`src/rtl/result_drain_pkg.sv`:
```
// Shared types and helpers for the result drain stage.
// Latency: n/a (types, constants and a combinational helper only).
// Backpressure: n/a.
//
// The widths here are the single source for the requantizer and the FIFO
// entry layout; result_drain's W/ACC_W parameters must match RD_W/RD_ACC_W.
package result_drain_pkg;

    localparam int RD_W       = 8;
    localparam int RD_ACC_W   = 16;
    localparam int RD_N_MACS  = 4;
    localparam int RD_SHIFT_W = $clog2(RD_ACC_W);

    // Saturation bounds of a signed RD_W-bit result.
    localparam int SAT_MAX = (2 ** (RD_W - 1)) - 1;
    localparam int SAT_MIN = -(2 ** (RD_W - 1));

    // The same bounds at the internal requantization width.
    localparam logic signed [RD_ACC_W:0] SAT_MAX_X = (RD_ACC_W + 1)'(SAT_MAX);
    localparam logic signed [RD_ACC_W:0] SAT_MIN_X = (RD_ACC_W + 1)'(SAT_MIN);

    typedef logic [1:0]                 lane_t;
    typedef logic signed [RD_W-1:0]     res_t;
    typedef logic signed [RD_ACC_W-1:0] acc_t;

    typedef struct packed {
        lane_t lane;
        res_t  data;
    } fifo_entry_t;

    // Round-half-up, arithmetic right shift, then saturate to RD_W bits.
    // One guard bit above the accumulator keeps acc + rounding constant
    // from wrapping when acc sits at its positive limit.
    function automatic res_t requant(input acc_t acc,
                                     input logic [RD_SHIFT_W-1:0] shift);
        logic signed [RD_ACC_W:0] rnd;
        logic signed [RD_ACC_W:0] t;
        logic signed [RD_ACC_W:0] r;
        res_t                     q;
        rnd = '0;
        if (shift != '0) begin
            rnd = {{RD_ACC_W{1'b0}}, 1'b1} << (shift - RD_SHIFT_W'(1));
        end
        t = {acc[RD_ACC_W-1], acc} + rnd;
        r = t >>> shift;
        if (r > SAT_MAX_X) begin
            q = res_t'(SAT_MAX);
        end else if (r < SAT_MIN_X) begin
            q = res_t'(SAT_MIN);
        end else begin
            q = res_t'(r);
        end
        return q;
    endfunction

endpackage

```
`src/rtl/result_drain_if.sv`:
```
// Valid/ready result port from the drain stage to the result memory writer.
// Latency: n/a (signal bundle only).
// Backpressure: producer holds out_data/out_lane/out_valid until out_ready.
//
// Signals:
//   out_data  - signed requantized result (W bits)
//   out_lane  - originating lane index
//   out_valid - head of the output queue is valid
//   out_ready - consumer accepts the head this cycle
interface result_drain_if #(
    parameter int W = 8
);
    logic signed [W-1:0] out_data;
    logic [1:0]          out_lane;
    logic                out_valid;
    logic                out_ready;

    modport master (
        output out_data,
        output out_lane,
        output out_valid,
        input  out_ready
    );

    modport slave (
        input  out_data,
        input  out_lane,
        input  out_valid,
        output out_ready
    );
endinterface

```
`src/rtl/result_fifo.sv`:
```
// First-word-fall-through synchronous FIFO with occupancy count.
// Latency: a push is visible at the head on the cycle after the push edge.
// Backpressure: pushes are refused while full (no pass-through on a same-cycle pop).
//
// Ports:
//   clk, rst        - clock, asynchronous active-low reset
//   i_flush         - synchronous clear; wins over push and pop
//   i_push_vld/dat  - write request and entry
//   i_pop_rdy       - consume the head (ignored when empty)
//   o_head_dat/vld  - head entry (zero when empty) and non-empty flag
//   o_full, o_count - full flag and occupancy
module result_fifo #(
    parameter int WIDTH = 10,
    parameter int DEPTH = 8
) (
    input  logic                     clk,
    input  logic                     rst,
    input  logic                     i_flush,
    input  logic                     i_push_vld,
    input  logic [WIDTH-1:0]         i_push_dat,
    input  logic                     i_pop_rdy,
    output logic [WIDTH-1:0]         o_head_dat,
    output logic                     o_head_vld,
    output logic                     o_full,
    output logic [$clog2(DEPTH):0]   o_count
);

    localparam int AW = $clog2(DEPTH);
    localparam int CW = AW + 1;

    logic [WIDTH-1:0] r_mem [DEPTH];
    logic [AW-1:0]    r_wr_ptr;
    logic [AW-1:0]    r_rd_ptr;
    logic [CW-1:0]    r_count;

    logic w_full;
    logic w_empty;
    logic w_push;
    logic w_pop;

    assign w_full  = (r_count == CW'(DEPTH));
    assign w_empty = (r_count == '0);
    assign w_push  = i_push_vld && !w_full && !i_flush;
    assign w_pop   = i_pop_rdy && !w_empty && !i_flush;

    // Pointers are exactly log2(DEPTH) bits, so they wrap on their own.
    always_ff @(posedge clk or negedge rst) begin
        if (!rst) begin
            r_wr_ptr <= '0;
            r_rd_ptr <= '0;
            r_count  <= '0;
        end else if (i_flush) begin
            r_wr_ptr <= '0;
            r_rd_ptr <= '0;
            r_count  <= '0;
        end else begin
            if (w_push) begin
                r_wr_ptr <= r_wr_ptr + AW'(1);
            end
            if (w_pop) begin
                r_rd_ptr <= r_rd_ptr + AW'(1);
            end
            case ({w_push, w_pop})
                2'b10:   r_count <= r_count + CW'(1);
                2'b01:   r_count <= r_count - CW'(1);
                default: r_count <= r_count;
            endcase
        end
    end

    // Storage needs no reset: the head is masked whenever the FIFO is empty.
    always_ff @(posedge clk) begin
        if (w_push) begin
            r_mem[r_wr_ptr] <= i_push_dat;
        end
    end

    assign o_head_vld = !w_empty;
    assign o_head_dat = w_empty ? '0 : r_mem[r_rd_ptr];
    assign o_full     = w_full;
    assign o_count    = r_count;

endmodule

```
`src/rtl/result_drain.sv`:
```
// Captures four accumulator lanes, requantizes them and serializes lowest lane first.
// Latency: valid_in at cycle N reaches out_valid at cycle N+2 (empty FIFO, no other pending lane).
// Backpressure: full FIFO stalls the drain; a new sample on a still-waiting lane is dropped and sets overflow.
//
// Optional feature: define RESULT_DRAIN_RELU_EN to add input relu_en, which
// replaces negative saturated results with 0 before they enter the FIFO.
//
// Ports:
//   clk, rst            - clock, asynchronous active-low reset
//   acc_in_0..acc_in_3  - signed accumulator lanes
//   valid_in            - per-lane capture strobe
//   cfg_shift           - requantization right shift (quasi-static)
//   flush               - synchronous clear of pending lanes, FIFO and overflow
//   relu_en             - (RESULT_DRAIN_RELU_EN only) clamp negatives to 0
//   res                 - valid/ready result port (data, lane, valid, ready)
//   overflow            - sticky lane-overrun flag
//   fifo_count          - output FIFO occupancy
//   busy                - any pending lane or non-empty FIFO
module result_drain
    import result_drain_pkg::*;
#(
    parameter int W          = RD_W,
    parameter int ACC_W      = RD_ACC_W,
    parameter int N_MACS     = RD_N_MACS,
    parameter int FIFO_DEPTH = 8
) (
    input  logic                          clk,
    input  logic                          rst,
    input  logic signed [ACC_W-1:0]       acc_in_0,
    input  logic signed [ACC_W-1:0]       acc_in_1,
    input  logic signed [ACC_W-1:0]       acc_in_2,
    input  logic signed [ACC_W-1:0]       acc_in_3,
    input  logic [N_MACS-1:0]             valid_in,
    input  logic [$clog2(ACC_W)-1:0]      cfg_shift,
    input  logic                          flush,
`ifdef RESULT_DRAIN_RELU_EN
    input  logic                          relu_en,
`endif
    result_drain_if.master                res,
    output logic                          overflow,
    output logic [$clog2(FIFO_DEPTH):0]   fifo_count,
    output logic                          busy
);

    logic signed [ACC_W-1:0] w_acc  [N_MACS];
    logic signed [ACC_W-1:0] r_hold [N_MACS];
    logic [N_MACS-1:0]       r_pend;
    logic                    r_ovf;

    lane_t                   w_sel;
    logic                    w_any_pend;
    logic                    w_drain;
    logic [N_MACS-1:0]       w_drain_oh;
    logic [N_MACS-1:0]       w_take;
    logic [N_MACS-1:0]       w_drop;
    res_t                    w_q;
    res_t                    w_res;
    fifo_entry_t             w_push_ent;
    fifo_entry_t             w_head_ent;
    logic                    w_head_vld;
    logic                    w_fifo_full;

    assign w_acc[0] = acc_in_0;
    assign w_acc[1] = acc_in_1;
    assign w_acc[2] = acc_in_2;
    assign w_acc[3] = acc_in_3;

    // Fixed-priority pick: scanning downward leaves the lowest pending lane.
    always_comb begin
        w_sel = '0;
        for (int i = N_MACS - 1; i >= 0; i--) begin
            if (r_pend[i]) begin
                w_sel = lane_t'(i);
            end
        end
    end

    assign w_any_pend = |r_pend;
    assign w_drain    = w_any_pend && !w_fifo_full && !flush;
    assign w_drain_oh = w_drain ? (N_MACS'(1) << w_sel) : '0;

    // A lane may take a new sample when it is free or is being drained this
    // cycle; the drain reads the old hold value since capture lands at the edge.
    assign w_take = valid_in & (~r_pend | w_drain_oh);
    assign w_drop = valid_in & r_pend & ~w_drain_oh;

    always_ff @(posedge clk or negedge rst) begin
        if (!rst) begin
            r_pend <= '0;
            r_ovf  <= 1'b0;
            for (int i = 0; i < N_MACS; i++) begin
                r_hold[i] <= '0;
            end
        end else if (flush) begin
            r_pend <= '0;
            r_ovf  <= 1'b0;
        end else begin
            // A dropped sample leaves its lane pending, so OR-ing valid_in
            // in covers capture, re-capture during drain, and drop alike.
            r_pend <= (r_pend & ~w_drain_oh) | valid_in;
            if (|w_drop) begin
                r_ovf <= 1'b1;
            end
            for (int i = 0; i < N_MACS; i++) begin
                if (w_take[i]) begin
                    r_hold[i] <= w_acc[i];
                end
            end
        end
    end

    assign w_q = requant(r_hold[w_sel], cfg_shift);

`ifdef RESULT_DRAIN_RELU_EN
    assign w_res = (relu_en && w_q[W-1]) ? '0 : w_q;
`else
    assign w_res = w_q;
`endif

    assign w_push_ent.lane = w_sel;
    assign w_push_ent.data = w_res;

    result_fifo #(
        .WIDTH ($bits(fifo_entry_t)),
        .DEPTH (FIFO_DEPTH)
    ) u_fifo (
        .clk        (clk),
        .rst        (rst),
        .i_flush    (flush),
        .i_push_vld (w_drain),
        .i_push_dat (w_push_ent),
        .i_pop_rdy  (res.out_ready),
        .o_head_dat (w_head_ent),
        .o_head_vld (w_head_vld),
        .o_full     (w_fifo_full),
        .o_count    (fifo_count)
    );

    assign res.out_data  = w_head_ent.data;
    assign res.out_lane  = w_head_ent.lane;
    assign res.out_valid = w_head_vld;

    assign overflow = r_ovf;
    assign busy     = w_any_pend || (fifo_count != '0);

endmodule

```
`src/flat_wrapper.sv`:
```
// flat-port wrapper written by rule: the top's interface ports become plain ports
module result_drain_flat import result_drain_pkg::*;
#(
    parameter int W          = RD_W,
    parameter int ACC_W      = RD_ACC_W,
    parameter int N_MACS     = RD_N_MACS,
    parameter int FIFO_DEPTH = 8
)
  (clk, rst, acc_in_0, acc_in_1, acc_in_2, acc_in_3, valid_in, cfg_shift, flush, overflow, fifo_count, busy, res_out_data, res_out_lane, res_out_valid, res_out_ready);
  result_drain_if #(.W(W)) res_i ();
  input  logic clk;
  input  logic rst;
  input  logic signed [ACC_W-1:0] acc_in_0;
  input  logic signed [ACC_W-1:0] acc_in_1;
  input  logic signed [ACC_W-1:0] acc_in_2;
  input  logic signed [ACC_W-1:0] acc_in_3;
  input  logic [N_MACS-1:0] valid_in;
  input  logic [$clog2(ACC_W)-1:0] cfg_shift;
  input  logic flush;
  output logic overflow;
  output logic [$clog2(FIFO_DEPTH):0] fifo_count;
  output logic busy;
  output wire logic [$bits(res_i.out_data)-1:0] res_out_data;
  output wire logic [$bits(res_i.out_lane)-1:0] res_out_lane;
  output wire logic [$bits(res_i.out_valid)-1:0] res_out_valid;
  input wire logic [$bits(res_i.out_ready)-1:0] res_out_ready;
  assign res_out_data = res_i.out_data;
  assign res_out_lane = res_i.out_lane;
  assign res_out_valid = res_i.out_valid;
  assign res_i.out_ready = res_out_ready;
  result_drain #(.W(W), .ACC_W(ACC_W), .N_MACS(N_MACS), .FIFO_DEPTH(FIFO_DEPTH)) u_core (.clk(clk), .rst(rst), .acc_in_0(acc_in_0), .acc_in_1(acc_in_1), .acc_in_2(acc_in_2), .acc_in_3(acc_in_3), .valid_in(valid_in), .cfg_shift(cfg_shift), .flush(flush), .res(res_i), .overflow(overflow), .fifo_count(fifo_count), .busy(busy));
endmodule
```
`config.mk`:
```
export PLATFORM = sky130hd
export DESIGN_NAME = result_drain_flat
export DESIGN_NICKNAME = d
export VERILOG_FILES = /design/src/rtl/result_drain_pkg.sv /design/src/rtl/result_drain_if.sv /design/src/rtl/result_fifo.sv /design/src/rtl/result_drain.sv /design/src/flat_wrapper.sv
export SDC_FILE = /design/constraint.sdc
export NUM_CORES = 1
export LEC_CHECK = 0
export CAP_MARGIN = 25
export CORE_MARGIN = 2
export CORE_UTILIZATION = 55
export CTS_BUF_LIST = sky130_fd_sc_hd__clkbuf_8
export DETAILED_ROUTE_END_ITERATION = 12
export PLACE_DENSITY = 0.78
export SYNTH_ARGS = -nofsm -noshare
export SYNTH_HDL_FRONTEND = slang
export SYNTH_SLANG_ARGS = --single-unit
```
`constraint.sdc`:
```
create_clock -name clk -period 6.6 [get_ports clk]
set_clock_uncertainty 0.1 [all_clocks]
set_input_delay 0.99 -clock clk [delete_from_list [all_inputs] [get_ports clk]]
set_output_delay 0.99 -clock clk [all_outputs]
set_load 0.01 [all_outputs]
```
After elaboration in Yosys (flattened, before gate mapping). Memories as Yosys holds them, arrays and structs flattened. Cells that the tools add are included.

Add/subtract/negate cells: 6. Multipliers: 0. Divide/modulo/power cells: 0. $lt $le $gt $ge: 3. Eq/ne operators: 3. Shifts and indexed selects: 3. Muxes and demuxes: 23. Bitwise gates (word level): 10. Reduce and logical (&&, ||, !) cells: 23.

Operator list (count): binary-select mux 16 bit (select 2 bit) (1); two-way mux 16 bit (2); adder 17 bit (1); greater-than comparator 17 x 8 -> 1 bit, second input constant (1); < comparator 17 x 8 -> 1 bit, second input constant (1); two-way mux 17 bit (1); left shift 1 x 4 -> 17 bit, first input constant (1); >>> shifter 17 x 4 -> 17 bit (1); AND 4 bit (4); two-way mux 8 bit (2); two-way mux 3 bit (4); two-way mux 4 bit (3); two-way mux 10 bit (1); two-way mux 2 bit (4); NOT 4 bit (2); OR 4 bit (2); one-hot mux 4 bit (2 select lines) (1); AND reduction 2 bit (4); nonzero test 4 bit (2); OR reduction 4 bit (2); subtractor 4 x 1 -> 4 bit, second input constant (2); adder 3 x 1 -> 3 bit, second input constant (2); logical AND 1 bit (6); nonzero test 2 bit (3); 13 further kinds (18).

Register bits after elaboration: 79. Bits in latches: 0. Bits in writable memories: 80. Memory bits (read-only): 0. Output and inout port bits: 17. Memories: 1.

Memory list: u_core.u_fifo.r_mem (words 8, bits a word 10, read ports 1, clocked after Yosys merged registers in 0, write ports 1, line result_fifo.sv:31) `logic [WIDTH-1:0] r_mem [DEPTH];`.

Longest topological paths before layout.
Depth after elaboration: 13. Depth in mapped cells: 19. Depth with buffers taken out: 17.

Hierarchy. From an unflattened synthesis, not the netlist that was laid out.

Cell total of the unflattened synthesis: 695. Area, all modules: 8658.3 µm².

By module, submodules not included: result_drain (instances 1, cells each 485, area an instance 4899.7 µm²); result_fifo (instances 1, cells each 210, area an instance 3758.6 µm²).

Worst setup path before layout. No wires, ideal clock.

Path kind: input-to-reg. Start: input cfg_shift[2]. End: memory u_core.u_fifo.r_mem[0][5] (data pin). Setup time: 0.233 ns. Arrival: 4.507 ns. Data required time: 6.267 ns. Path slack: 1.760 ns. Stages: 15. Path through: inv_1 > clkbuf_1 > clkbuf_1 > nand3_1 > fa_1 > nand2b_1 > a21o_1 > a31o_1 > a211oi_2 > xor2_1 > buf_2 > o2111ai_1 > nor4_2 > a31oi_2 > o211ai_1.

Cells in the longest elaborated chain, start to end: 8.

RTL lines: start: declaration (line flat_wrapper.sv:18) `input logic [$clog2(ACC_W)-1:0] cfg_shift;`; subtractor 4 x 1 -> 4 bit (line result_drain_pkg.sv:42) `rnd = {{RD_ACC_W{1'b0}}, 1'b1} << (shift - RD_SHIFT_W'(1));`; left shift 1 x 4 -> 17 bit (line result_drain_pkg.sv:42); two-way mux 17 bit (line result_drain_pkg.sv:41) `if (shift != '0) begin`; adder 17 bit (line result_drain_pkg.sv:44) `t = {acc[RD_ACC_W-1], acc} + rnd;`; >>> shifter 17 x 4 -> 17 bit * (line result_drain_pkg.sv:45) `r = t >>> shift;`; < comparator 17 x 8 -> 1 bit (line result_drain_pkg.sv:48) `end else if (r < SAT_MIN_X) begin`; two-way mux 8 bit (line result_drain_pkg.sv:48); two-way mux 8 bit * (line result_drain_pkg.sv:46) `if (r > SAT_MAX_X) begin`; named net u_core.u_fifo.i_push_dat[5] (line result_fifo.sv:20) `input logic [WIDTH-1:0] i_push_dat,`; end: declaration (line result_fifo.sv:31).

Mark *: on every way through the listed nets, which the timed path passes. The rest lies on a longest branch.

Worst setup path after layout.
Start: register u_core.r_pend[0]. End: memory u_core.u_fifo.r_mem[3][6] (data pin).

Cells in the longest elaborated chain, start to end: 10.

RTL lines: start: declaration (line result_drain.sv:47) `logic [N_MACS-1:0] r_pend;`; start signal: assignment (line result_drain.sv:100) `r_pend <= (r_pend & ~w_drain_oh) | valid_in;`; two-way mux 2 bit * (line result_drain.sv:72) `if (r_pend[i]) begin`; NOT 2 -> 3 bit (implied by the code) * (line result_drain.sv:112) `assign w_q = requant(r_hold[w_sel], cfg_shift);`; binary-select mux 16 bit (select 2 bit) * (line result_drain.sv:112); two-way mux 16 bit (implied by the code) * (2 in a row) (line result_drain.sv:112); adder 17 bit * (line result_drain_pkg.sv:44); >>> shifter 17 x 4 -> 17 bit * (line result_drain_pkg.sv:45); < comparator 17 x 8 -> 1 bit (line result_drain_pkg.sv:48); two-way mux 8 bit (line result_drain_pkg.sv:48); two-way mux 8 bit * (line result_drain_pkg.sv:46); named net u_core.u_fifo.i_push_dat[6] (line result_fifo.sv:20).

Mark *: on every way through the listed nets, which the timed path passes. The rest lies on a longest branch. The select of a mux whose other input is x is not followed.

==> summary.md <==
| Metric | Value |
|---|---|
| Worst-case clock buffer depth | `2` |
| Area overhead of the layout relative to synthesis | `18.5%` |
| Post-placement worst setup slack | `approximately 0.65 ns` |
| Number of cells upsized or downsized after cts | `0` |
| Hold violation total from the final report | `0` |
| Clk sinks | `159` |
| First-iteration detailed-routing DRC count | `468` |
| Number of nets in the final layout | `956` |
| Comb pwr share | `between 30% and 40%` |
| Worst-path cell chain | `nor2_1 > and2_1 > a221oi_1 > inv_1 > ha_1 > a211oi_1 > o21ai_1 > a21oi_1 > o21ai_1 > xnor2_1 > o2111a_1 > a211o_1 > nor4_2 > a31oi_2 > o211ai_1` |
| Library cell contributing the largest single delay on the critical path | `sky130_fd_sc_hd__dfrtp_1` |
| Antenna violations before repair | `0` |
| Crit path max fanout | `26` |
| Leakage Power | `3.91 nW` |
| Sequential cell area | `4380 sq um` |
| Tcrit/Tclk final | `86.0%` |
| Height of the chip | `130 um` |
| Relative contribution of sequential cells to total power | `40.8%` |
| Clock latency on the worst-skew pair | `0.46 ns` |
| Crit. Startpoint | `u_core.r_pend[0]$_DFF_PN0_` |
| Chip Width | `130 um` |
| Syn_nets | `about 870` |
| Row count | `46` |
| Internal power summed over all cells | `2.15 mW` |
| Area used by multi-input combinational logic | `4160 sq um` |
| Fraction of power spent switching nets | `34.5%` |
| Slew Limit Headroom | `28.8%` |
| Routed wire length | `20,900 um` |
| Port Buffer Count | `92` |
| Register area share after synthesis | `49.9%` |
| Total non-filler cell area in the finished layout | `10,400 sq um` |
| Kind of launch point of the worst setup path | `flip-flop` |
| Final weighted congestion in routability-driven placement | `0.897` |
| DR WL/cell | `19.2 um` |
| Number of vias per cell after detailed routing | `6.05` |
| Endpoint arrival time on the critical path | `approximately 5.7 ns` |
| Crit Reg-Reg Startpoint | `u_core.r_pend[0]$_DFF_PN0_` |
| Wire length of the first global-routing pass | `33,700 um` |
| Utilization after layout | `66.0%` |
| Total vias in the final route | `6,575` |
| Starting Density | `55.7%` |
| Number of CTS-inserted buffers | `17` |
| Number of buffers and inverters on the critical path | `1` |
| Largest net degree at the start of global routing | `80` |
| Max Slew Vio Count | `0` |
| First-pass detailed-route iteration total | `6` |
| Root buffer cell | `sky130_fd_sc_hd__clkbuf_8` |
| Total setup buffers inserted after CTS | `0` |
| Overall Global Routing Usage | `25.9%` |
| Filler cell count | `roughly 1,200` |
| Result of the run | `finished clean` |
| Top cell family by delay on the critical path | `compound AO/OA/AOI/OAI gates` |
| Crit-path most repeated cell | `sky130_fd_sc_hd__o21ai_1` |
| Synth warn | `0` |
| Clock transition at path regs | `approximately 0.10 ns` |
| Via count of the first global-routing pass | `6,708` |
| Clock tree from TritonCTS | `done` |
| Timing-limited maximum frequency | `176 MHz` |
| Post-detail-place hpwl | `15,200 um` |
| Total number of H-tree levels | `4` |
| GRT overflow | `0` |
| Max Cap Viol | `0` |
| ANT cells | `0` |
| Setup Viol. Count Final | `0` |
| Share of power burned in the clock network | `22.8%` |
| Final total negative setup slack | `0 ns` |
| Number of routed nets with antenna violations | `0` |
| CP peak stage delay | `0.88 ns` |
| Prevailing post-synth register cell | `sky130_fd_sc_hd__edfxtp_1` |
| Cts-stage hold buffer count | `0` |
| Mean post-synth cell area | `11.4 sq um` |
| Worst Setup Path Type | `reg -> reg` |
| Crit path capture type | `flip-flop` |
| Area after detailed placement | `approximately 10000 sq um` |
| Post-Syn Instances | `771` |
| Worst vdd rail ir drop | `0.179 mV` |
| Ratio of cells with drive above 1 in the final layout | `around a fifth` |
| Async S/R FF share, synth | `49.7%` |
| Detailed-route DRC error count | `0` |
| Pin slew with the least headroom to its limit | `1.06 ns` |
| Power density of the placed cells | `316 nW/um^2` |
| Fin worst setup slack | `0.924 ns` |
| Core Area | `about 16,000 sq um` |
| Min Clock Period, post-route | `about 5.7 ns` |
| # IOs | `just over 90` |
| Type of the most critical hold path | `in -> async` |
| Unique cell type count in the Yosys netlist | `65` |
| RSZ-0062 raised after global routing | `no` |
| Net load switching power | `roughly 1.1 mW` |
| Full die area | `17,000 sq um` |
| Required time reported for the critical path endpoint | `6.67 ns` |
| Number of synthesized register bits | `159` |
| Cell area after synthesis | `8780 sq um` |
| Number of enable flip-flop cells after synthesis | `80` |
[layer usage]
layer / track usage, % / vias up / routed length, um
met2: 47.0 / 195 / 11100
met5: 0 / - / 0
met1: 31.2 / 3299 / 8520
met4: 8.20 / 0 / 352
li1: - / 3049 / -
met3: 5.13 / 32 / 930
[synth_stat cells, types with 3 or more instances]
master	n	share of area (%)
sky130_fd_sc_hd__nor4_1	5	0.36
sky130_fd_sc_hd__inv_1	26	1.1
sky130_fd_sc_hd__xnor2_1	11	1.1
sky130_fd_sc_hd__a22oi_1	6	0.51
sky130_fd_sc_hd__a21oi_1	62	3.5
sky130_fd_sc_hd__mux4_2	25	6.4
sky130_fd_sc_hd__buf_2	7	0.40
sky130_fd_sc_hd__and2_1	4	0.28
sky130_fd_sc_hd__nand3_1	8	0.46
sky130_fd_sc_hd__clkbuf_1	28	1.2
sky130_fd_sc_hd__edfxtp_1	80	27
sky130_fd_sc_hd__or3_1	3	0.21
sky130_fd_sc_hd__nor3b_1	14	1.2
sky130_fd_sc_hd__nor3_1	9	0.51
sky130_fd_sc_hd__nor2_1	90	3.8
sky130_fd_sc_hd__nand3b_1	6	0.51
sky130_fd_sc_hd__nand2_1	56	2.4
sky130_fd_sc_hd__nand4_1	4	0.28
sky130_fd_sc_hd__nor2b_1	3	0.21
sky130_fd_sc_hd__nand2b_1	8	0.57
sky130_fd_sc_hd__ha_1	20	2.9
sky130_fd_sc_hd__o21a_1	3	0.26
sky130_fd_sc_hd__dfrtp_1	79	23
sky130_fd_sc_hd__mux2_2	70	9.0
sky130_fd_sc_hd__buf_1	6	0.26
sky130_fd_sc_hd__xor2_1	6	0.60
sky130_fd_sc_hd__a21o_1	8	0.68
sky130_fd_sc_hd__mux2i_1	18	2.1
sky130_fd_sc_hd__o21ai_0	22	1.3
sky130_fd_sc_hd__o211ai_1	15	1.3
sky130_fd_sc_hd__o2111ai_1	5	0.50
sky130_fd_sc_hd__a211oi_1	10	0.86
sky130_fd_sc_hd__o22ai_1	13	0.93
[per-stage QoR]
stage | total power [mW] | hold WS [ns] | cells
finish | 3.29 | 0.210 | 1087
global route | 3.48 | 0.180 | 1087
CTS | 3.29 | 0.415 | 1084
detailed placement | 2.55 | 0.394 | 1052
global placement | 2.50 | 0.388 | 1051
floorplan | 2.12 | 0.379 | 771
[registers in the layout, summed over array words and instances (netlist names)]
signal / flops
u_core.u_fifo.r_mem: 80
u_core.r_hold: 64
u_core.r_pend: 4
u_core.u_fifo.o_count: 4
u_core.u_fifo.r_rd_ptr: 3
u_core.u_fifo.r_wr_ptr: 3
u_core.overflow: 1
[area by class of cell]
class	count	share of cell area (%)
Sequential cell	159	42.1
Multi-Input combinational cell	542	40.0
Timing Repair Buffer	111	10.5
Tap cell	216	2.60
Clock buffer	17	2.25
Clock inverter	15	1.67
Inverter	27	0.974
[power groups by stage]
stage / Combinational [mW] / Sequential [mW] / Clock, mW
global route: 1.32 / 1.36 / 0.798
global placement: 1.15 / 1.35 / 0
CTS: 1.19 / 1.34 / 0.758
detailed placement: 1.19 / 1.36 / 0
finish: 1.20 / 1.34 / 0.748
floorplan: 0.795 / 1.32 / 0
[worst paths after layout]
kind / slack, ns / cells after the start / to
worst max-delay path: 0.92 / 15 / u_core.u_fifo.r_mem[3][6]$_DFFE_PP_
worst min-delay path: 0.21 / 1 / u_core.r_hold[43]$_DFFE_PN0P_
worst max register to register: 0.92 / 15 / u_core.u_fifo.r_mem[3][6]$_DFFE_PP_
worst min register to register: 0.41 / 1 / u_core.r_hold[6]$_DFFE_PN0P_
max in group asynchronous: 5.61 / 2 / u_core.r_hold[32]$_DFFE_PN0P_
min in group clk: 0.41 / 1 / u_core.r_hold[6]$_DFFE_PN0P_
[layout by cell type (no fill, tap or decap), types with 18 or more instances in the layout]
cell type,netlist,routed
sky130_fd_sc_hd__mux2_2,70,70
sky130_fd_sc_hd__nor2_1,90,90
sky130_fd_sc_hd__ha_1,20,20
sky130_fd_sc_hd__inv_1,26,27
sky130_fd_sc_hd__clkdlybuf4s50_1,0,91
sky130_fd_sc_hd__edfxtp_1,80,80
sky130_fd_sc_hd__nand2_1,56,56
sky130_fd_sc_hd__a21oi_1,62,62
sky130_fd_sc_hd__mux2i_1,18,18
sky130_fd_sc_hd__o21ai_0,22,22
sky130_fd_sc_hd__dfrtp_1,79,79
sky130_fd_sc_hd__mux4_2,25,25
[cells by family after synthesis]
kind of cell	share of synthesized area [%]
buffers and inverters	3.15
flip-flops	49.9
other	0.0427
XOR/XNOR	1.88
adder cells (fa/ha/maj)	3.31
AND/OR/NAND/NOR	11.2
AO/OA/AOI/OAI	13.1
multiplexers	17.4
Power figures use the tool's default switching activity.
==> variant, RTL diff (config.mk and constraints unchanged) <==
The package constant `RD_W` goes from 8 to 7.
--- a/src/rtl/result_drain_pkg.sv
+++ b/src/rtl/result_drain_pkg.sv
@@ -7,5 +7,5 @@
 package result_drain_pkg;
 
-    localparam int RD_W       = 8;
+    localparam int RD_W       = 7;
     localparam int RD_ACC_W   = 16;
     localparam int RD_N_MACS  = 4;
Interface: changed (resized res_out_data); port bits go from 93 to 92. The function was not compared with the original's and may differ.
==> variant against the original RTL <==
Final area is 3.6% lower; setup slack worse by 210 ps; hold slack better by 110 ps; register-to-register slack better by 70 ps; wire length is 1.4% lower; sequential cell count is 8 lower; clock power is 3% lower; area after synthesis is 3.4% lower; via count is 3.1% lower; sequential power is 3% lower; first-iteration DRC count is 12% higher; total power is 1.8% lower; largest cell class unchanged.
==> variant: results (changes against the original RTL) <==
* Adder-cell area share of the yosys netlist at 3.423% (+0.12 points)
* Flop+latch power at 1.30 mW (-3%)
* Initial DRC Count at 523 (+12%)
* Port Buffers at 91 (-1.1%)
* Critical-path maximum fanout at 10 (-62%)
* Placement Cell Area at 9602 um2 (-3.5%)
* Drt pass-1 iters at 5 (-1)
* GRT Total Usage at 26.04% (+0.15 points)
* Slowest cell on the critical path: clkdlybuf4s50_1
* Pre-CTS WS at 323.0 ps (-326.9 ps)
* Status: completed
* HPWL after detailed placement at 15.13 mm (-0.17%)
* Crit-path max cell delay at 690 ps (-190 ps)
* Vias in the first global route at 6548 (-2.4%)
* Total wire length at 20.59 mm (-1.4%)
* Post-synthesis sequential area ratio at 48.81% (-1.1 points)
* Sequential share of power at 40.3% (-0.5 points)
* Final net count at 937 (-2.0%)
* Number of enable flip-flop cells after synthesis at 72 (-10%)
* First-pass GRT wire length at 33.09 mm (-1.8%)
* Unique cell type count in the Yosys netlist at 76 (+17%)
* R2R Setup Slk at 990 ps (+70 ps)
* LEAKAGE at 3.928 nW (+0.40%)
* Clk_lat worst skew at 440 ps (-20 ps)
* Met2 Wirelength at 10.37 mm (-6.4%)
* Synth async-reset ratio at 52.32% (+2.6 points)
* M1 GR Usage at 32.77% (+1.6 points)
* Met3 Track Usage GR at 5.509% (+0.38 points)
* XOR/XNOR Fraction of Synth Area at 1.830% (-0.051 points)
* Wire per inst at 19.82 um (+3.1%)
* DP Cell Count at 1007 (-4.3%)
* Share of cells above drive strength 1 at 18.80% (-0.14 points)
* Dominant synthesized flop cell: dfrtp_1
* Peak supply drop at 0.1606 mV (-10%)
* Commonest cells post-synth: nor2_1 (90), dfrtp_1 (79), edfxtp_1 (72)
* Final Hold Slack at 324.2 ps (+114.5 ps)
* Placer Congestion at 0.8987 (+0.19%)
* Vias after detailed routing at 6373 (-3.1%)
-- variant: final cells by class --
| cell class | instances | area (um2) | area share, % |
|---|---|---|---|
| tap | 188 | 235.2 | 2.344 |
| inverter | 29 | 108.9 | 1.085 |
| timing repair buffer | 109 | 1064 | 10.60 |
| clock buffer | 18 | 247.7 | 2.469 |
| multi-input combinational | 531 | 4083 | 40.69 |
| sequential | 151 | 4139 | 41.25 |
| clock inverter | 13 | 156.4 | 1.559 |
-- variant: worst paths after layout --
path                                  start                   endpoint  cells past startpoint
min in group clk           u_core.r_hold[3]           u_core.r_hold[3]                      1
min reg2reg                u_core.r_hold[3]           u_core.r_hold[3]                      1
max in group asynchronous               rst  u_core.u_fifo.r_wr_ptr[2]                      2
min                                     rst           u_core.r_hold[9]                      1
max reg2reg                u_core.r_pend[1]  u_core.u_fifo.r_mem[7][3]                     15
max                            cfg_shift[0]  u_core.u_fifo.r_mem[7][3]                     16
